--- src/rtl/aes_block_packer.sv ---
// rtl/aes_block_packer.sv - packs four 32-bit FIFO words into one 128-bit AES input block
//
// Pops words from the AXI slave FIFO read port, assembles four of them into a
// block and hands the block to the AES datapath over a valid/ready handshake.
// WORD_W must be 32 and BLOCK_W must be 4*WORD_W; other values are unsupported.
//
// Ports:
//   s00_axi_aclk     clock, all state updates on the rising edge
//   s00_axi_aresetn  synchronous active-low reset
//   fifo_empty       FIFO has no words available
//   fifo_rd_en       pop request, one word per cycle while high
//   fifo_rd_data     popped word, valid the cycle after fifo_rd_en
//   clear            synchronous abort of the partial block being filled
//   m_block_valid    m_block_data holds a complete block
//   m_block_ready    AES core accepts the block
//   m_block_data     packed block
//   busy             a block is being filled or is waiting to be taken
//   blocks_out       delivered-block count, wraps modulo 2^CNT_W

module aes_block_packer #(
   parameter int WORD_W    = 32,
   parameter int BLOCK_W   = 128,
   parameter int MSW_FIRST = 1,
   parameter int CNT_W     = 16
) (
   input  logic               s00_axi_aclk,
   input  logic               s00_axi_aresetn,
   input  logic               fifo_empty,
   output logic               fifo_rd_en,
   input  logic [WORD_W-1:0]  fifo_rd_data,
   input  logic               clear,
   output logic               m_block_valid,
   input  logic               m_block_ready,
   output logic [BLOCK_W-1:0] m_block_data,
   output logic               busy,
   output logic [CNT_W-1:0]   blocks_out
);

   typedef enum logic {ST_FILL, ST_HOLD} state_t;

   state_t             state_q, state_d;
   logic [2:0]         issued_q, issued_d;     // pops requested for this block
   logic [2:0]         captured_q, captured_d; // words landed in slots
   logic               rd_pend_q, rd_pend_d;   // a popped word arrives this cycle
   logic [BLOCK_W-1:0] slots_q, slots_d;
   logic [BLOCK_W-1:0] data_q, data_d;
   logic               valid_q, valid_d;
   logic [CNT_W-1:0]   count_q, count_d;
   logic [1:0]         slot_idx;

   // Slot k lands at word position 3-k when the first word is the most
   // significant one, otherwise at position k.
   assign slot_idx = (MSW_FIRST != 0) ? (2'd3 - captured_q[1:0]) : captured_q[1:0];

   always_comb begin
      state_d    = state_q;
      issued_d   = issued_q;
      captured_d = captured_q;
      rd_pend_d  = 1'b0;
      slots_d    = slots_q;
      data_d     = data_q;
      valid_d    = valid_q;
      count_d    = count_q;
      fifo_rd_en = 1'b0;

      case (state_q)
         ST_FILL: begin
            fifo_rd_en = !fifo_empty && (issued_q < 3'd4) && !clear;
            rd_pend_d  = fifo_rd_en;
            if (clear) begin
               // A word arriving in this cycle is dropped along with the slots.
               issued_d   = 3'd0;
               captured_d = 3'd0;
               slots_d    = '0;
            end else begin
               if (fifo_rd_en) begin
                  issued_d = issued_q + 3'd1;
               end
               if (rd_pend_q) begin
                  slots_d[slot_idx*WORD_W +: WORD_W] = fifo_rd_data;
                  captured_d = captured_q + 3'd1;
                  if (captured_q == 3'd3) begin
                     // Fourth word: publish the block including this word.
                     data_d  = slots_d;
                     valid_d = 1'b1;
                     state_d = ST_HOLD;
                  end
               end
            end
         end
         ST_HOLD: begin
            // clear is ignored here so a completed block is never lost.
            if (m_block_ready) begin
               valid_d    = 1'b0;
               issued_d   = 3'd0;
               captured_d = 3'd0;
               count_d    = count_q + 1'b1;
               state_d    = ST_FILL;
            end
         end
         default: begin
            state_d = ST_FILL;
         end
      endcase
   end

   always_ff @(posedge s00_axi_aclk) begin
      if (!s00_axi_aresetn) begin
         state_q    <= ST_FILL;
         issued_q   <= 3'd0;
         captured_q <= 3'd0;
         rd_pend_q  <= 1'b0;
         slots_q    <= '0;
         data_q     <= '0;
         valid_q    <= 1'b0;
         count_q    <= '0;
      end else begin
         state_q    <= state_d;
         issued_q   <= issued_d;
         captured_q <= captured_d;
         rd_pend_q  <= rd_pend_d;
         slots_q    <= slots_d;
         data_q     <= data_d;
         valid_q    <= valid_d;
         count_q    <= count_d;
      end
   end

   assign m_block_valid = valid_q;
   assign m_block_data  = data_q;
   assign blocks_out    = count_q;
   assign busy          = (issued_q != 3'd0) || (state_q == ST_HOLD);

   a_issued_max: assert property (@(posedge s00_axi_aclk)
      disable iff (!s00_axi_aresetn) issued_q <= 3'd4);
   a_captured_max: assert property (@(posedge s00_axi_aclk)
      disable iff (!s00_axi_aresetn) captured_q <= 3'd4);

endmodule
--- config.mk ---
export PLATFORM = sky130hd
export DESIGN_NAME = aes_block_packer
export DESIGN_NICKNAME = d
export VERILOG_FILES = /design/src/rtl/aes_block_packer.sv
export SDC_FILE = /design/constraint.sdc
export NUM_CORES = 1
export LEC_CHECK = 0
export ABC_AREA = 1
export BUFFER_PORTS_ARGS = -buffer_cell sky130_fd_sc_hd__buf_4
export CAP_MARGIN = 15
export CORE_ASPECT_RATIO = 1.1
export CORE_MARGIN = 4
export CORE_UTILIZATION = 57
export CTS_CLUSTER_DIAMETER = 50
export DETAILED_ROUTE_END_ITERATION = 8
export MAX_ROUTING_LAYER = met4
export PLACE_DENSITY = 0.77
export SLEW_MARGIN = 20
export SYNTH_ARGS = -nofsm -noshare
export SYNTH_HDL_FRONTEND = slang
export SYNTH_SLANG_ARGS = --single-unit
--- constraint.sdc ---
create_clock -name s00_axi_aclk -period 2.75 [get_ports s00_axi_aclk]
set_input_delay 0.55 -clock s00_axi_aclk [delete_from_list [all_inputs] [get_ports s00_axi_aclk]]
set_output_delay 0.55 -clock s00_axi_aclk [all_outputs]
set_load 0.02 [all_outputs]
==> parameters.txt, run 1 <==
Parameter                              Value

GRT
  Total overflow reported by the global router    0
  First-pass GRT wire length    56200 um
  Number of global-route vias before repair    10800
  Global routing met2 resource utilization    0.449
  Number of antenna violations at the first check in global routing    0
  Met3 usage in global routing    0.0547
  Most Used Layer, Global Route    met2
  Met1 usage    0.389
  Pin count of the biggest net entering global routing    130
  Global router's overall resource usage    0.289

Timing
  Final Slew Violations    0
  Max-slew headroom at the worst pin    0.506
  Setup TNS Final    0 ps
  Slew at the pin with the worst max-slew slack    741 ps
  Clock skew after layout    9.73 ps
  Hold violation count in the final report    0
  Top achievable clock speed    0.465 GHz
  Final count of negative-setup-slack endpoints    0
  Setup repair after global routing missed its margin    no
  Period utilisation layout    0.782
  Final Worst Setup Slack    between 500 and 600 ps
  Final critical delay including setup and external delays    2150 ps

Setup path
  Reg-to-reg startpoint    captured_q[0]$_SDFFE_PN0P_
  Cells on worst reg2reg path    8
  CP required    3210 ps
  Data arrival time at the worst-slack endpoint    2610 ps
  Crit Path Max Fanout    32
  Crit end category    register
  Kind of start point of the critical path    register
  Capturing point of the worst reg2reg path    slots_q[103]$_SDFFE_PN0P_
  Type of the setup path with the least slack    reg -> reg
  Minimum setup slack among reg-to-reg paths    between 500 and 600 ps

Yosys
  Synthesis warning total    0
  Async S/R FF share, synth    0
  Ranking of synthesized cells by area    dfxtp_1 46%, nand2_1 14%, o21ai_0 11%, nor2_1 8.9%, a21oi_1 5.6%
  Number of distinct library cells after synthesis    27
  Number of instances in the synthesized netlist    1806
  Share of the synthesized area in the top cell type    0.458
  Number of enable flip-flop cells after synthesis    0
  Synth Register Bits    around 280
  Prevailing post-synth register cell    dfxtp_1
  Avg Cell Area, Syn    6.80 um^2
  Syn Std Cell Area    around 12000 um^2
  Part of the Yosys area used for sequential elements    0.458
  Leading area contributor after synthesis    dfxtp_1
  Number of nets produced by synthesis    roughly 1900

Finish
  Antenna diode instance count    0
  Filler cell count    roughly 1900
  Synthesis-to-finish area growth    18.2%
  Leading cell type in the layout, fill and taps excluded    nand2_1
  Area used by multi-input combinational logic    around 5300 um^2
  Final net count    a little under 2000
  Sequential Area    5630 um^2
  Leading cell types in the layout, fill and taps excluded    471 x nand2_1, 291 x nor2_1, 281 x dfxtp_1, 260 x o21ai_0, 199 x buf_4
  Ratio of cells with drive above 1 in the final layout    0.134

Clocking
  # H-tree levels    1
  Post_cts resized    0
  Clk Tree Root Cell    clkbuf_16
  # hold bufs at CTS    0
  Post-CTS repair timing setup buffer count    0
  Maximum count of clock buffers along a single path    3
  Worst-path clk slew    60 ps
  TritonCTS clock tree    yes
  Insertion delay of the later-clocked pin in the worst-skew pair    about 530 ps
  Clock buffer count from CTS    29
  Sinks on Clock Net    281

Routing
  Number of nets with antenna violations after detailed routing    0
  Total number of vias    11800
  Via-per-instance ratio    5.29
  Average detailed-routed wire length per instance    roughly 16 um
  Detailed router's first-iteration violation count    1327
  Pre-antenna DRT Iters    5
  DRT Wirelength    34700 um
  Total DRC errors in the routed layout    0

Floorplanning
  Standard-cell rows    56
  Die W    148 um
  Initial core utilization    0.579
  Top-level I/O count    184
  Die footprint    approximately 24000 um^2
  DIE HEIGHT    between 150 and 200 um
  Std-Cell Core Area    21200 um^2

Worst hold path
  Worst Hold Depth    4
  Hold endpoint    state_q$_SDFF_PN0_
  Worst hold start    m_block_ready
  Worst hold path class    in -> reg

Pwr
  Switching share of power    0.231
  Net Switching    1.92 mW
  Design internal power    6.39 mW
  PwrDens    572 nW/um^2
  Clock network power share    0.454
  Share of total power in combinational logic    0.054
  Maximum ir drop on the vdd rail    roughly 0.49 mV
  Sequential power share    0.492
  Leak    6.77 nW

Placement
  Count of buffers from port buffering    183
  Minimum setup slack after placement    666 ps
  Gp weighted congestion    0.846
  Post-DP HPWL    22400 um

Status
  Status    finished clean

Flow run
  Max-cap violations    0
-- area by class of cell --
type,count,area share
Clock buffer,46,0.0613
Clock inverter,4,0.00181
Inverter,185,0.0484
Multi-Input combinational cell,1222,0.363
Sequential cell,281,0.388
Tap cell,290,0.0250
Timing Repair Buffer,206,0.113
-- critical path: stages, from the launching register on --
cell	delay (ps)
dfxtp_1	450
clkinv_1	140
ha_1	360
inv_1	100
nand3_1	70
buf_4	240
o21ai_0	440
nand2_1	90
a21oi_1	150
-- cells in the mapped netlist (2+ instances only) --
master	instances
inv_2	4
buf_4	3
clkinv_1	2
inv_1	179
o21ai_1	3
clkbuf_1	61
buf_6	26
nand3_1	31
a21oi_1	138
clkbuf_2	2
ha_1	9
o21ai_0	260
buf_2	19
dfxtp_1	281
buf_1	6
nor3_1	3
nand2_1	471
xor2_1	2
nand4_1	8
nor2_1	291
-- routing by layer --
layer | share of wire | vias up | wire (um)
li1 | - | 5877 | -
met2 | 0.45 | 459 | 15700
met4 | 0.026 | 0 | 917
met1 | 0.43 | 5409 | 15000
met5 | 0 | - | 0
met3 | 0.088 | 67 | 3050
-- cells by family (layout without fill, tap and decap cells) --
group | Yosys count | count (layout) | share of synthesized area
xor gates and xnor gates | 2 | 2 | 0.00143
AOI/OAI and AO/OA | 402 | 402 | 0.164
buffers and inverters | 303 | 441 | 0.112
and+or+nand+nor | 809 | 809 | 0.255
DFF | 281 | 281 | 0.458
adders and majority gates | 9 | 9 | 0.00917
-- flip-flops by register name (all words and copies together), names as in the netlist --
| signal | flops |
|---|---|
| slots_q | 128 |
| issued_q | 3 |
| captured_q | 3 |
| rd_pend_q | 1 |
| m_block_data | 128 |
| state_q | 1 |
| m_block_valid | 1 |
| blocks_out | 16 |
-- per-stage QoR --
step	instances	utilization	total power, mW	cell area (um^2)	hold slack, ps
after floorplan	1806	-	4.44	12300	439
after global placement	2184	0.641	4.62	13600	449
after detailed placement	2184	0.641	4.62	13600	454
after CTS	2234	0.684	8.34	14500	324
after global routing	2234	0.684	8.54	14500	373
final	2234	0.684	8.31	14500	337
-- how the worst max path moves through the flow --
stage / cells after the start / startpoint / to / slack [ps]
after global placement: 9 / captured_q[0]$_SDFFE_PN0P_ / m_block_data[42]$_SDFFE_PN0P_ / 770
after detailed placement: 8 / captured_q[0]$_SDFFE_PN0P_ / slots_q[103]$_SDFFE_PN0P_ / 670
after floorplan: 9 / captured_q[0]$_SDFFE_PN0P_ / slots_q[101]$_SDFFE_PN0P_ / 820
final: 8 / captured_q[0]$_SDFFE_PN0P_ / slots_q[103]$_SDFFE_PN0P_ / 600
after global routing: 9 / captured_q[0]$_SDFFE_PN0P_ / m_block_data[114]$_SDFFE_PN0P_ / 450
after CTS: 9 / captured_q[0]$_SDFFE_PN0P_ / m_block_data[127]$_SDFFE_PN0P_ / 630
-- power groups by stage --
stage / Sequential [mW] / Combinational [mW] / Clock [mW]
after floorplan: 4.17 / 0.263 / 0
after global placement: 4.18 / 0.441 / 0
after detailed placement: 4.18 / 0.440 / 0
after CTS: 4.09 / 0.442 / 3.81
after global routing: 4.08 / 0.483 / 3.98
final: 4.09 / 0.451 / 3.77
Note: power is estimated with default switching activity, not from simulation.
==> inputs of run 2 (changes only) <==
==> constraint.sdc (replaced) <==
create_clock -name s00_axi_aclk -period 2.15 [get_ports s00_axi_aclk]
set_input_delay 0.43 -clock s00_axi_aclk [delete_from_list [all_inputs] [get_ports s00_axi_aclk]]
set_output_delay 0.43 -clock s00_axi_aclk [all_outputs]
set_load 0.02 [all_outputs]
==> parameters.txt, run 2 (synthesis gave the netlist of run 1 again) <==
Parameter                              Value

Status
  Status    finished clean

Clocking
  # hold bufs at CTS    0 (unchanged)
  TritonCTS clock tree    yes
  Insertion delay of the later-clocked pin in the worst-skew pair    540 ps (about the same)
  Clock buffer count from CTS    29 (unchanged)
  # H-tree levels    1 (unchanged)
  Worst-path clk slew    60 ps (about the same)
  Clk Tree Root Cell    clkbuf_16
  Post_cts resized    0 (unchanged)
  Post-CTS repair timing setup buffer count    0 (unchanged)
  Maximum count of clock buffers along a single path    3 (unchanged)
  Sinks on Clock Net    281 (unchanged)

GRT
  Met1 usage    0.389 (about the same)
  Met3 usage in global routing    0.0661 (+0.0114)
  Total overflow reported by the global router    0 (unchanged)
  Most Used Layer, Global Route    met2
  Global router's overall resource usage    0.295 (+0.00591)
  First-pass GRT wire length    56800 um (+1.2%)
  Pin count of the biggest net entering global routing    105 (-19%)
  Global routing met2 resource utilization    0.453 (+0.00438)
  Number of antenna violations at the first check in global routing    0 (unchanged)
  Number of global-route vias before repair    11000 (+1.3%)

Placement
  Gp weighted congestion    0.878 (+3.8%)
  Count of buffers from port buffering    183 (unchanged)
  Post-placement cell area    13700 um^2 (+1.1%)
  Cell Count Post-Placement    2192 (+0.37%)
  Minimum setup slack after placement    243 ps (-423 ps)
  Post-DP HPWL    23000 um (+2.8%)

Setup path
  Worst path buffer plus inverter count    2 (-1)
  Crit path max-delay family    compound AO/OA/AOI/OAI gates
  Crit path max-delay cell type    o21ai_0
  Crit end category    register
  Reg-to-reg startpoint    captured_q[1]$_SDFFE_PN0P_
  Biggest cell delay along the critical path    520 ps (+70 ps)
  End point of the critical path    slots_q[71]$_SDFFE_PN0P_
  Crit Path Max Fanout    32 (unchanged)
  CP required    2620 ps (-590 ps)
  Kind of start point of the critical path    register
  Minimum setup slack among reg-to-reg paths    130 ps (-470 ps)
  Capturing point of the worst reg2reg path    slots_q[71]$_SDFFE_PN0P_
  Number of cells on the critical path    7 (-1)
  Data arrival time at the worst-slack endpoint    2490 ps (-120 ps)
  Type of the setup path with the least slack    reg -> reg
  Crit path launch    captured_q[1]$_SDFFE_PN0P_
  Cell Chain, Critical Path    inv_1, ha_1, nand4_1, buf_4, o21ai_0, nand2_1, a21oi_1
  Cells on worst reg2reg path    7 (-1)

Flow run
  Max-cap violations    0 (unchanged)

Routing
  Pre-antenna DRT Iters    6 (+1)
  Average detailed-routed wire length per instance    15.9 um (+2.2%)
  Number of nets with antenna violations after detailed routing    0 (unchanged)
  Total DRC errors in the routed layout    0 (unchanged)
  Via-per-instance ratio    5.33 (+0.80%)
  Detailed router's first-iteration violation count    1205 (-9.2%)
  DRT Wirelength    35600 um (+2.6%)
  Total number of vias    11900 (+1.2%)

Timing
  Clock skew after layout    5.60 ps (-4.14 ps)
  Final Worst Setup Slack    128 ps (-471 ps)
  Setup TNS Final    0 ps (unchanged)
  Final count of negative-setup-slack endpoints    0 (unchanged)
  Final Slew Violations    0 (unchanged)
  Slew at the pin with the worst max-slew slack    589 ps (-152 ps)
  Period utilisation layout    0.940 (+0.158)
  Max-slew headroom at the worst pin    0.603 (+0.0971)
  Top achievable clock speed    0.495 GHz (+6.4%)
  Final critical delay including setup and external delays    2020 ps (-129 ps)
  Setup repair after global routing missed its margin    no
  Hold slack    219 ps (-119 ps)
  Hold violation count in the final report    0 (unchanged)

Pwr
  Sequential power share    0.482 (-0.010)
  Leak    6.87 nW (+1.5%)
  Design internal power    8.39 mW (+31%)
  Clock network power share    0.463 (+0.009)
  Net Switching    2.46 mW (+28%)
  Share of total power in combinational logic    0.056 (+0.002)
  Switching share of power    0.227 (-0.00433)
  PwrDens    738 nW/um^2 (+29%)
  Maximum ir drop on the vdd rail    0.583 mV (+20%)

Finish
  Ratio of cells with drive above 1 in the final layout    0.137 (+0.00355)
  Final net count    1979 (+0.41%)
  Area of all placed cells without fillers    14700 um^2 (+1.3%)
  Synthesis-to-finish area growth    19.7%
  Leading cell type in the layout, fill and taps excluded    nand2_1
  Antenna diode instance count    0 (unchanged)
  Leading cell types in the layout, fill and taps excluded    471 x nand2_1, 291 x nor2_1, 281 x dfxtp_1, 260 x o21ai_0, 200 x buf_4
  Filler cell count    1878 (+0.64%)
  Post-Layout Cell Count    2242 (+0.36%)

Floorplanning
  Std-Cell Core Area    21200 um^2 (unchanged)
  Die footprint    24000 um^2 (unchanged)
  DIE HEIGHT    162 um (unchanged)
  Initial core utilization    0.579 (unchanged)
  Die W    148 um (unchanged)
  Standard-cell rows    56 (unchanged)
  Top-level I/O count    184 (unchanged)

Worst hold path
  Worst hold start    m_block_ready
  Worst hold path class    in -> reg
  Worst Hold Depth    4 (unchanged)
run 2: changes by cell type in the layout (fill, tap and decap cells not counted), sizes merged:
| cell | previous run | this run |
|---|---|---|
| clkinv | 6 | 5 |
| clkbuf | 46 | 45 |
| buf | 206 | 214 |
| bufinv | 0 | 2 |
run 2: worst min-delay path by stage:
stage,to
finish,state_q$_SDFF_PN0_
global route,state_q$_SDFF_PN0_
CTS,state_q$_SDFF_PN0_
detailed placement,slots_q[55]$_SDFFE_PN0P_
global placement,captured_q[2]$_SDFFE_PN0P_
floorplan,captured_q[2]$_SDFFE_PN0P_
run 2: area by class of cell:
class / count / area [um^2] / area share
clock buffers: 45 / 876 / 0.0596
clock inverters: 5 / 77.6 / 0.00528
inverters: 185 / 702 / 0.0477
multi-input cells: 1222 / 5280 / 0.359
flip-flops and latches: 281 / 5630 / 0.383
well taps: 290 / 363 / 0.0247
repair buffers: 214 / 1780 / 0.121
run 2: through the flow:
stage | power (mW) | utilization
after floorplan | 5.68 | -
after global placement | 5.93 | 0.648
after detailed placement | 5.93 | 0.648
after CTS | 10.9 | 0.692
after global routing | 11.2 | 0.692
final | 10.8 | 0.692
run 2: worst register-to-register path, stage by stage (launching register included):
cell and delay [ps]:
dfxtp_1 400, inv_1 100, ha_1 340, nand4_1 110
buf_4 250, o21ai_0 520, nand2_1 100, a21oi_1 140
run 2: power groups by stage:
stage / combinational (mW) / sequential (mW) / clock, mW
CTS: 0.591 / 5.22 / 5.07
floorplan: 0.337 / 5.34 / 0
global placement: 0.589 / 5.34 / 0
detailed placement: 0.587 / 5.34 / 0
finish: 0.604 / 5.22 / 5.02
global route: 0.645 / 5.22 / 5.29
run 2: routing by layer:
layer	up-vias	routed length, um
met5	-	0
met1	5478	14700
li1	5892	-
met3	63	3420
met4	0	1140
met2	516	16300
